`src/rtl/posit_accum_sched_es3_if.sv`:
```
`default_nettype none
// +----------------------------------------------------------------------------+
// | posit_accum_sched_es3_if : input stream, adder and result bus of the       |
// | posit sum-reduction scheduler.                                            |
// | Revision 1.0                                                              |
// +----------------------------------------------------------------------------+
interface posit_accum_sched_es3_if #(
  parameter int NBITS = 32,
  parameter int CNT_W = 16
);
  logic [NBITS-1:0] in_data;
  logic             in_valid;
  logic             in_last;
  logic             in_ready;
  logic [NBITS-1:0] add_in1;
  logic [NBITS-1:0] add_in2;
  logic             add_start;
  logic [NBITS-1:0] add_result;
  logic             add_inf;
  logic             add_done;
  logic [NBITS-1:0] out_data;
  logic             out_valid;
  logic             out_ready;
  logic             out_inf;
  logic [CNT_W-1:0] out_count;
  logic             err;

  modport slave (
    input  in_data, in_valid, in_last, add_result, add_inf, add_done, out_ready,
    output in_ready, add_in1, add_in2, add_start, out_data, out_valid, out_inf,
           out_count, err
  );

  modport master (
    output in_data, in_valid, in_last, add_result, add_inf, add_done, out_ready,
    input  in_ready, add_in1, add_in2, add_start, out_data, out_valid, out_inf,
           out_count, err
  );
endinterface
`default_nettype wire

```
`src/rtl/posit_accum_sched_es3.sv`:
```
`default_nettype none
// +----------------------------------------------------------------------------+
// | posit_accum_sched_es3 : streaming sum-reduction scheduler that pairs input |
// | posits with returning adder results to hide the external adder latency.   |
// | Revision 1.0                                                              |
// +----------------------------------------------------------------------------+
module posit_accum_sched_es3 #(
  parameter int NBITS   = 32,
  parameter int ADD_LAT = 4,
  parameter int CNT_W   = 16
) (
  input  logic                          clk,
  input  logic                          reset_n,
  posit_accum_sched_es3_if.slave        bus
);
  localparam int                     c_drain_w    = (ADD_LAT > 1) ? $clog2(ADD_LAT) : 1;
  localparam logic [c_drain_w-1:0]   c_drain_last = c_drain_w'(ADD_LAT - 1);
  localparam logic [NBITS-1:0]       c_nar        = {1'b1, {(NBITS-1){1'b0}}};
  localparam logic [CNT_W-1:0]       c_cnt_max    = '1;

  typedef enum logic [1:0] {
    S_DRAIN = 2'd0,
    S_ACCUM = 2'd1,
    S_OUT   = 2'd2
  } state_t;

  state_t                 r_state;
  state_t                 w_state_nxt;
  logic [c_drain_w-1:0]   r_drain_cnt;
  logic [NBITS-1:0]       r_hold;
  logic                   r_hold_v;
  logic [2:0]             r_inflight;
  logic                   r_last_seen;
  logic [CNT_W-1:0]       r_count;
  logic                   r_inf;
  logic                   r_err;
  logic [NBITS-1:0]       r_add_in1;
  logic [NBITS-1:0]       r_add_in2;
  logic                   r_add_start;

  logic                   w_in_ready;
  logic                   w_i;
  logic                   w_a;
  logic                   w_dec;
  logic                   w_out_hs;
  logic                   w_issue;
  logic [NBITS-1:0]       w_op1;
  logic [NBITS-1:0]       w_op2;
  logic                   w_hold_load;
  logic                   w_hold_clr;
  logic [NBITS-1:0]       w_hold_din;

  assign w_in_ready = (r_state == S_ACCUM) && !r_last_seen;
  assign w_i        = bus.in_valid && w_in_ready;
  // add_done outside ACCUM never touches the datapath: DRAIN flushes, OUT only flags err
  assign w_a        = bus.add_done && (r_state == S_ACCUM);
  assign w_dec      = w_a && (r_inflight != 3'd0);
  assign w_out_hs   = (r_state == S_OUT) && bus.out_ready;

  assign bus.in_ready  = w_in_ready;
  assign bus.out_valid = (r_state == S_OUT);
  assign bus.out_data  = (r_state == S_OUT) ? r_hold : '0;
  assign bus.out_inf   = (r_state == S_OUT) && r_inf;
  assign bus.out_count = (r_state == S_OUT) ? r_count : '0;
  assign bus.err       = r_err;
  assign bus.add_in1   = r_add_in1;
  assign bus.add_in2   = r_add_in2;
  assign bus.add_start = r_add_start;

  always_ff @(posedge clk or negedge reset_n) begin
    if (!reset_n) r_state <= S_DRAIN;
    else          r_state <= w_state_nxt;
  end

  always_comb begin
    w_state_nxt = r_state;
    w_issue     = 1'b0;
    w_op1       = '0;
    w_op2       = '0;
    w_hold_load = 1'b0;
    w_hold_clr  = 1'b0;
    w_hold_din  = '0;
    case (r_state)
      S_DRAIN: begin
        if (r_drain_cnt == c_drain_last) w_state_nxt = S_ACCUM;
      end
      S_ACCUM: begin
        // every operand either waits in the single hold slot or is paired immediately
        case ({w_a, w_i})
          2'b11: begin
            w_issue = 1'b1;
            w_op1   = bus.add_result;
            w_op2   = bus.in_data;
          end
          2'b10: begin
            if (r_hold_v) begin
              w_issue    = 1'b1;
              w_op1      = bus.add_result;
              w_op2      = r_hold;
              w_hold_clr = 1'b1;
            end else begin
              w_hold_load = 1'b1;
              w_hold_din  = bus.add_result;
            end
          end
          2'b01: begin
            if (r_hold_v) begin
              w_issue    = 1'b1;
              w_op1      = bus.in_data;
              w_op2      = r_hold;
              w_hold_clr = 1'b1;
            end else begin
              w_hold_load = 1'b1;
              w_hold_din  = bus.in_data;
            end
          end
          default: ;
        endcase
        if (r_last_seen && (r_inflight == 3'd0) && r_hold_v && !w_a) w_state_nxt = S_OUT;
      end
      S_OUT: begin
        if (bus.out_ready) w_state_nxt = S_ACCUM;
      end
      default: w_state_nxt = S_DRAIN;
    endcase
  end

  always_ff @(posedge clk or negedge reset_n) begin
    if (!reset_n) begin
      r_drain_cnt <= '0;
      r_hold      <= '0;
      r_hold_v    <= 1'b0;
      r_inflight  <= 3'd0;
      r_last_seen <= 1'b0;
      r_count     <= '0;
      r_inf       <= 1'b0;
      r_err       <= 1'b0;
      r_add_in1   <= '0;
      r_add_in2   <= '0;
      r_add_start <= 1'b0;
    end else begin
      if (r_state == S_DRAIN) r_drain_cnt <= r_drain_cnt + c_drain_w'(1);

      r_add_start <= w_issue;
      if (w_issue) begin
        r_add_in1 <= w_op1;
        r_add_in2 <= w_op2;
      end

      if (w_out_hs) begin
        r_hold   <= '0;
        r_hold_v <= 1'b0;
      end else if (w_hold_load) begin
        r_hold   <= w_hold_din;
        r_hold_v <= 1'b1;
      end else if (w_hold_clr) begin
        r_hold_v <= 1'b0;
      end

      case ({w_issue, w_dec})
        2'b10:   if (r_inflight != 3'd7) r_inflight <= r_inflight + 3'd1;
        2'b01:   r_inflight <= r_inflight - 3'd1;
        default: ;
      endcase

      if ((bus.add_done && (((r_state == S_ACCUM) && (r_inflight == 3'd0)) || (r_state == S_OUT)))
          || (w_issue && !w_dec && (r_inflight == 3'd7)))
        r_err <= 1'b1;

      if (w_out_hs) begin
        r_last_seen <= 1'b0;
        r_count     <= '0;
        r_inf       <= 1'b0;
      end else begin
        if (w_i && bus.in_last) r_last_seen <= 1'b1;
        if (w_i && (r_count != c_cnt_max)) r_count <= r_count + CNT_W'(1);
        if ((w_i && (bus.in_data == c_nar)) || (w_a && bus.add_inf)) r_inf <= 1'b1;
      end
    end
  end
endmodule
`default_nettype wire

```
`src/flat_wrapper.sv`:
```
// flat-port wrapper written by rule: the top's interface ports become plain ports
module posit_accum_sched_es3_flat 
#(
  parameter int NBITS   = 32,
  parameter int ADD_LAT = 4,
  parameter int CNT_W   = 16
)
  (clk, reset_n, bus_in_data, bus_in_valid, bus_in_last, bus_add_result, bus_add_inf, bus_add_done, bus_out_ready, bus_in_ready, bus_add_in1, bus_add_in2, bus_add_start, bus_out_data, bus_out_valid, bus_out_inf, bus_out_count, bus_err);
  posit_accum_sched_es3_if #(.NBITS(NBITS), .CNT_W(CNT_W)) bus_i ();
  input  logic clk;
  input  logic reset_n;
  input wire logic [$bits(bus_i.in_data)-1:0] bus_in_data;
  input wire logic [$bits(bus_i.in_valid)-1:0] bus_in_valid;
  input wire logic [$bits(bus_i.in_last)-1:0] bus_in_last;
  input wire logic [$bits(bus_i.add_result)-1:0] bus_add_result;
  input wire logic [$bits(bus_i.add_inf)-1:0] bus_add_inf;
  input wire logic [$bits(bus_i.add_done)-1:0] bus_add_done;
  input wire logic [$bits(bus_i.out_ready)-1:0] bus_out_ready;
  output wire logic [$bits(bus_i.in_ready)-1:0] bus_in_ready;
  output wire logic [$bits(bus_i.add_in1)-1:0] bus_add_in1;
  output wire logic [$bits(bus_i.add_in2)-1:0] bus_add_in2;
  output wire logic [$bits(bus_i.add_start)-1:0] bus_add_start;
  output wire logic [$bits(bus_i.out_data)-1:0] bus_out_data;
  output wire logic [$bits(bus_i.out_valid)-1:0] bus_out_valid;
  output wire logic [$bits(bus_i.out_inf)-1:0] bus_out_inf;
  output wire logic [$bits(bus_i.out_count)-1:0] bus_out_count;
  output wire logic [$bits(bus_i.err)-1:0] bus_err;
  assign bus_i.in_data = bus_in_data;
  assign bus_i.in_valid = bus_in_valid;
  assign bus_i.in_last = bus_in_last;
  assign bus_i.add_result = bus_add_result;
  assign bus_i.add_inf = bus_add_inf;
  assign bus_i.add_done = bus_add_done;
  assign bus_i.out_ready = bus_out_ready;
  assign bus_in_ready = bus_i.in_ready;
  assign bus_add_in1 = bus_i.add_in1;
  assign bus_add_in2 = bus_i.add_in2;
  assign bus_add_start = bus_i.add_start;
  assign bus_out_data = bus_i.out_data;
  assign bus_out_valid = bus_i.out_valid;
  assign bus_out_inf = bus_i.out_inf;
  assign bus_out_count = bus_i.out_count;
  assign bus_err = bus_i.err;
  posit_accum_sched_es3 #(.NBITS(NBITS), .ADD_LAT(ADD_LAT), .CNT_W(CNT_W)) u_core (.clk(clk), .reset_n(reset_n), .bus(bus_i));
endmodule
```
`config.mk`:
```
export PLATFORM = sky130hd
export DESIGN_NAME = posit_accum_sched_es3_flat
export DESIGN_NICKNAME = d
export VERILOG_FILES = /design/src/rtl/posit_accum_sched_es3_if.sv /design/src/rtl/posit_accum_sched_es3.sv /design/src/flat_wrapper.sv
export SDC_FILE = /design/constraint.sdc
export NUM_CORES = 1
export LEC_CHECK = 0
export CAP_MARGIN = 25
export CORE_MARGIN = 5
export CORE_UTILIZATION = 52
export CTS_CLUSTER_DIAMETER = 200
export CTS_CLUSTER_SIZE = 14
export DETAILED_ROUTE_END_ITERATION = 6
export GPL_TIMING_DRIVEN = 0
export PLACE_DENSITY_LB_ADDON = 0.3
export SLEW_MARGIN = 0
export SYNTH_ARGS = -nofsm -noshare
export SYNTH_HDL_FRONTEND = slang
export SYNTH_SLANG_ARGS = --single-unit
```
`constraint.sdc`:
```
create_clock -name clk -period 11.56 [get_ports clk]
set_clock_uncertainty 0.2 [all_clocks]
set_input_delay 2.89 -clock clk [delete_from_list [all_inputs] [get_ports clk]]
set_output_delay 2.89 -clock clk [all_outputs]
set_load 0.05 [all_outputs]
```
==> impl_metrics.csv <==
group,metric,value,unit
floorplan,rows,40,
job,cap_violations,0,
sta,finalSetupViolations,0,
global_route,grt_pass1_wl,35.64,mm
sta,drv_slew,0,
floorplan,boundaryPins,188,
finish,fillCellCount,871,
yosys,synth_area_leaders,"dfrtp_1 (48%), a221oi_1 (7.1%), nor2_1 (6.8%), nand2_1 (6.0%), and2_1 (4.6%)",
yosys,synth_top_family_by_area,"simple AND/OR/NAND/NOR gates",
floorplan,core,12110,µm²
floorplan,initial_core_util,53.30,%
clock_network,max-clock-path-buffers,2,
finish,drive_gt1_share,5.096,%
worst_hold_path,hp-start,"u_core.bus.add_in1[8]",
worst_hold_path,hold_depth,2,
yosys,syn-num-nets,800,
place,place.gp.congestion,0.9127,
worst_setup_path,crit_path_start_kind,"input pin",
yosys,synth_edf_count,0,
global_route,grt_usage,30.87,%
sta,finalCritPeriodShare,59.40,%
pwr,power.share.sequential,27.9,%
pwr,p_leak,3.798,nW
drt,drc,0,
pwr,ir_drop,0.1950,mV
worst_setup_path,critPathKind,"in -> reg",
finish,area_growth_syn_to_layout,42.64,%
place,dpl.hpwl,16.64,mm
clock_network,clockRootBuffer,"clkbuf_16",
drt,vias,6765,
sta,relSlewSlack,58.38,%
sta,hold_viol_final,0,
drt,wl_per_cell,20.49,µm
clock_network,cts_made_buffers,17,
global_route,antenna_found_initial,0,
finish,nNetsFinal,1007,
clock_network,cts_hold_buffers,0,
sta,worst_slew_pin_slew,624.4,ps
sta,grt_setup_unrepaired,"false",
worst_hold_path,worst_hold_path.endpoint,"u_core.bus.add_in1[8]",
yosys,synthSimpleGateAreaFrac,23.69,%
yosys,synth_top_cell_by_area,"dfrtp_1",
yosys,synth_compound_area_share,20.90,%
yosys,syn_inst,722,
sta,fmax,0.1456,GHz
yosys,async_reset_ff_share,100.0,%
yosys,synth_top_area_share,48.07,%
yosys,ys.flop_type,"dfrtp_1",
worst_setup_path,slowest_delay,500,ps
yosys,yosys_warnings,0,
clock_network,path_clk_slew,60,ps
worst_setup_path,r2r_slack,7120,ps
sta,min_period,6867,ps
worst_setup_path,cp.required,11670,ps
pwr,netSwitchingFraction,46.44,%
worst_setup_path,cpLargestDelayFamily,"buffers and inverters",
yosys,synthMuxAreaShare,1.279,%
yosys,yosys.area_share.xor_xnor,0.1357,%
drt,routed_wl,22.74,mm
clock_network,insertion_delay,420,ps
floorplan,die_x,121.4,µm
floorplan,die_y,121.4,µm
floorplan,die_area,14740,µm²
yosys,ys_ff_latch,124,
pwr,power_density,295.4,nW/µm²
drt,first_pass_iters,5,
worst_setup_path,worstPathMaxFanout,11,
worst_setup_path,slowest_stage,"clkdlybuf4s50_1",
pwr,clkPwrFrac,21.2,%
yosys,yosysUniqueCellTypes,55,
global_route,gr-total-overflow,0,
yosys,synth_fa_ha_area_share,1.473,%
pwr,p_int,0.001457,W
yosys,syn-mean-instance-area,8.940,µm²
pwr,power_switching,0.001263,W
yosys,seq_area_frac_synth,48.07,%
worst_setup_path,worstSetupEndpointType,"flip-flop",
worst_setup_path,r2r_start,"u_core.r_state[1]",
worst_setup_path,r2r-end,"u_core.r_inflight[1]",
worst_setup_path,r2r_cells,14,
yosys,synth_area,6455,µm²
place,port-buffer-count,187,
global_route,grt_pass1_vias,6670,
worst_hold_path,hold_path_class,"reg -> reg",
finish,diodes,0,
yosys,yosys.cell_count.top_type,"dfrtp_1",
drt,dr.first_iter.drc_count,949,
global_route,grt_max_degree,84,
drt,avgViaCountPerCell,6.095,
pwr,comb_power_share,50.9,%
clock_network,clock_sinks,124,
clock_network,cts_resized,0,
worst_setup_path,worst-path-buf-inv,5,
sta,fin_worst_hold_slack,265.1,ps
clock_network,htree_levels,4,
drt,ant_nets,0,
worst_setup_path,arrival,6980,ps
clock_network,cts_tree,"built",
worst_setup_path,worstPathCellList,"clkdlybuf4s50_1, and3b_1, buf_2, clkinv_1, ha_1, nor3b_1, o21ai_2, inv_2, clkbuf_1, a211o_1, fa_1, nor2_1, a21oi_1, o221ai_1",
yosys,yosys-top-cells-count,"dfrtp_1 (124), nor2_1 (117), nand2_1 (103)",
outcome,outcome,"completed",
sta,totalNegativeSetupSlack,0,ps
clock_network,cts_setup_buffers,0,
-- worst reg2reg max path, cell delays in order, from the launching register on --
cell	delay [ps]
dfrtp_1	380
buf_6	140
and3b_1	210
buf_2	240
clkinv_1	300
ha_1	280
nor3b_1	460
o21ai_2	240
inv_2	300
clkbuf_1	470
a211o_1	190
fa_1	470
nor2_1	140
a21oi_1	90
o221ai_1	230
-- through the flow --
| step | util, % | cell area, µm² | setup slack, ps | instances | total power, W |
|---|---|---|---|---|---|
| CTS | 76.02 | 9208 | 4794 | 1110 | 0.002709 |
| global placement | 70.49 | 8537 | 2660 | 1077 | 0.002085 |
| detailed placement | 70.72 | 8566 | 4400 | 1078 | 0.002126 |
| finish | 76.02 | 9208 | 4693 | 1110 | 0.002720 |
| global route | 76.02 | 9208 | 4510 | 1110 | 0.002860 |
| floorplan | - | 6455 | 5448 | 722 | 0.001649 |
-- sequential cells by signal, indices dropped and copies added (netlist names) --
signal / count
u_core.bus.add_in1: 32
u_core.bus.add_in2: 32
u_core.bus.add_start: 1
u_core.bus.err: 1
u_core.r_count: 16
u_core.r_drain_cnt: 2
u_core.r_hold: 32
u_core.r_hold_v: 1
u_core.r_inf: 1
u_core.r_inflight: 3
u_core.r_last_seen: 1
u_core.r_state: 2
-- layout by cell type, fill, tap and decap left out, drive strengths merged, types with 2 or more instances in the layout --
cell type	Yosys	final
nor2	117	117
and4	4	4
mux2	2	2
or4	3	3
nand2b	4	4
a221oi	52	52
clkinv	1	3
bufinv	0	4
nor3	11	11
o31ai	5	5
o221ai	4	4
a211oi	2	2
and3	4	4
or3	2	2
nand3	9	9
a31oi	3	3
clkinvlp	0	5
o31a	3	3
nand4	6	6
a22o	21	21
o2bb2ai	12	12
nor4	13	13
o211ai	4	4
o21ai	20	20
clkbuf	49	68
ha	6	6
nand2	103	103
a21oi	31	31
inv	11	13
buf	10	12
nor2b	3	3
dfrtp	124	124
clkdlybuf4s50	0	186
and2	47	47
mux2i	6	6
a22oi	12	12
-- metal layers --
metal | vias up | GRT usage, % | wire [µm]
met2 | 428 | 50.40 | 10990
met3 | 70 | 6.993 | 1987
met4 | 0 | 10.29 | 677
met5 | - | 0 | 0
met1 | 3251 | 40.73 | 9090
li1 | 3016 | - | -
-- cells by family after synthesis --
logic type                 after synthesis
xor gates and xnor gates                 1
and+or+nand+nor                        332
DFF                                    124
muxes                                    8
AOI/OAI and AO/OA                      179
adders and majority gates                7
buffers and inverters                   71
-- cell type report --
type                            count  area (µm²)  area share [%]
Sequential cell                   124        3103           33.70
Multi-Input combinational cell    527        3064           33.28
Timing Repair Buffer              188        1901           20.64
Clock buffer                       19       452.9           4.919
Buffer                             59       242.7           2.636
Tap cell                          168       210.2           2.283
Clock inverter                     13       188.9           2.052
Inverter                           12       45.04          0.4892
-- worst max path at each step --
stage	cells after the start	from	slack (ps)	endpoint
4_1_cts	14	bus_add_done	4790	u_core.r_inflight[1]
5_1_grt	14	bus_add_done	4510	u_core.r_inflight[1]
3_3_place_gp	1	reset_n	2660	u_core.bus.add_in1[16]
6_report	14	bus_add_done	4690	u_core.r_inflight[1]
3_5_place_dp	14	bus_add_done	4400	u_core.r_inflight[1]
2_1_floorplan	13	bus_add_done	5450	u_core.r_inflight[2]
-- power groups by stage --
stage,clock network (W),registers (W),logic (W)
after floorplan,0,0.00112,0.000527
after global placement,0,0.000746,0.00134
after detailed placement,0,0.000759,0.00137
after CTS,0.000577,0.000754,0.00138
after global routing,0.000600,0.000780,0.00148
final,0.000576,0.000760,0.00138
Power figures use the tool's default switching activity.
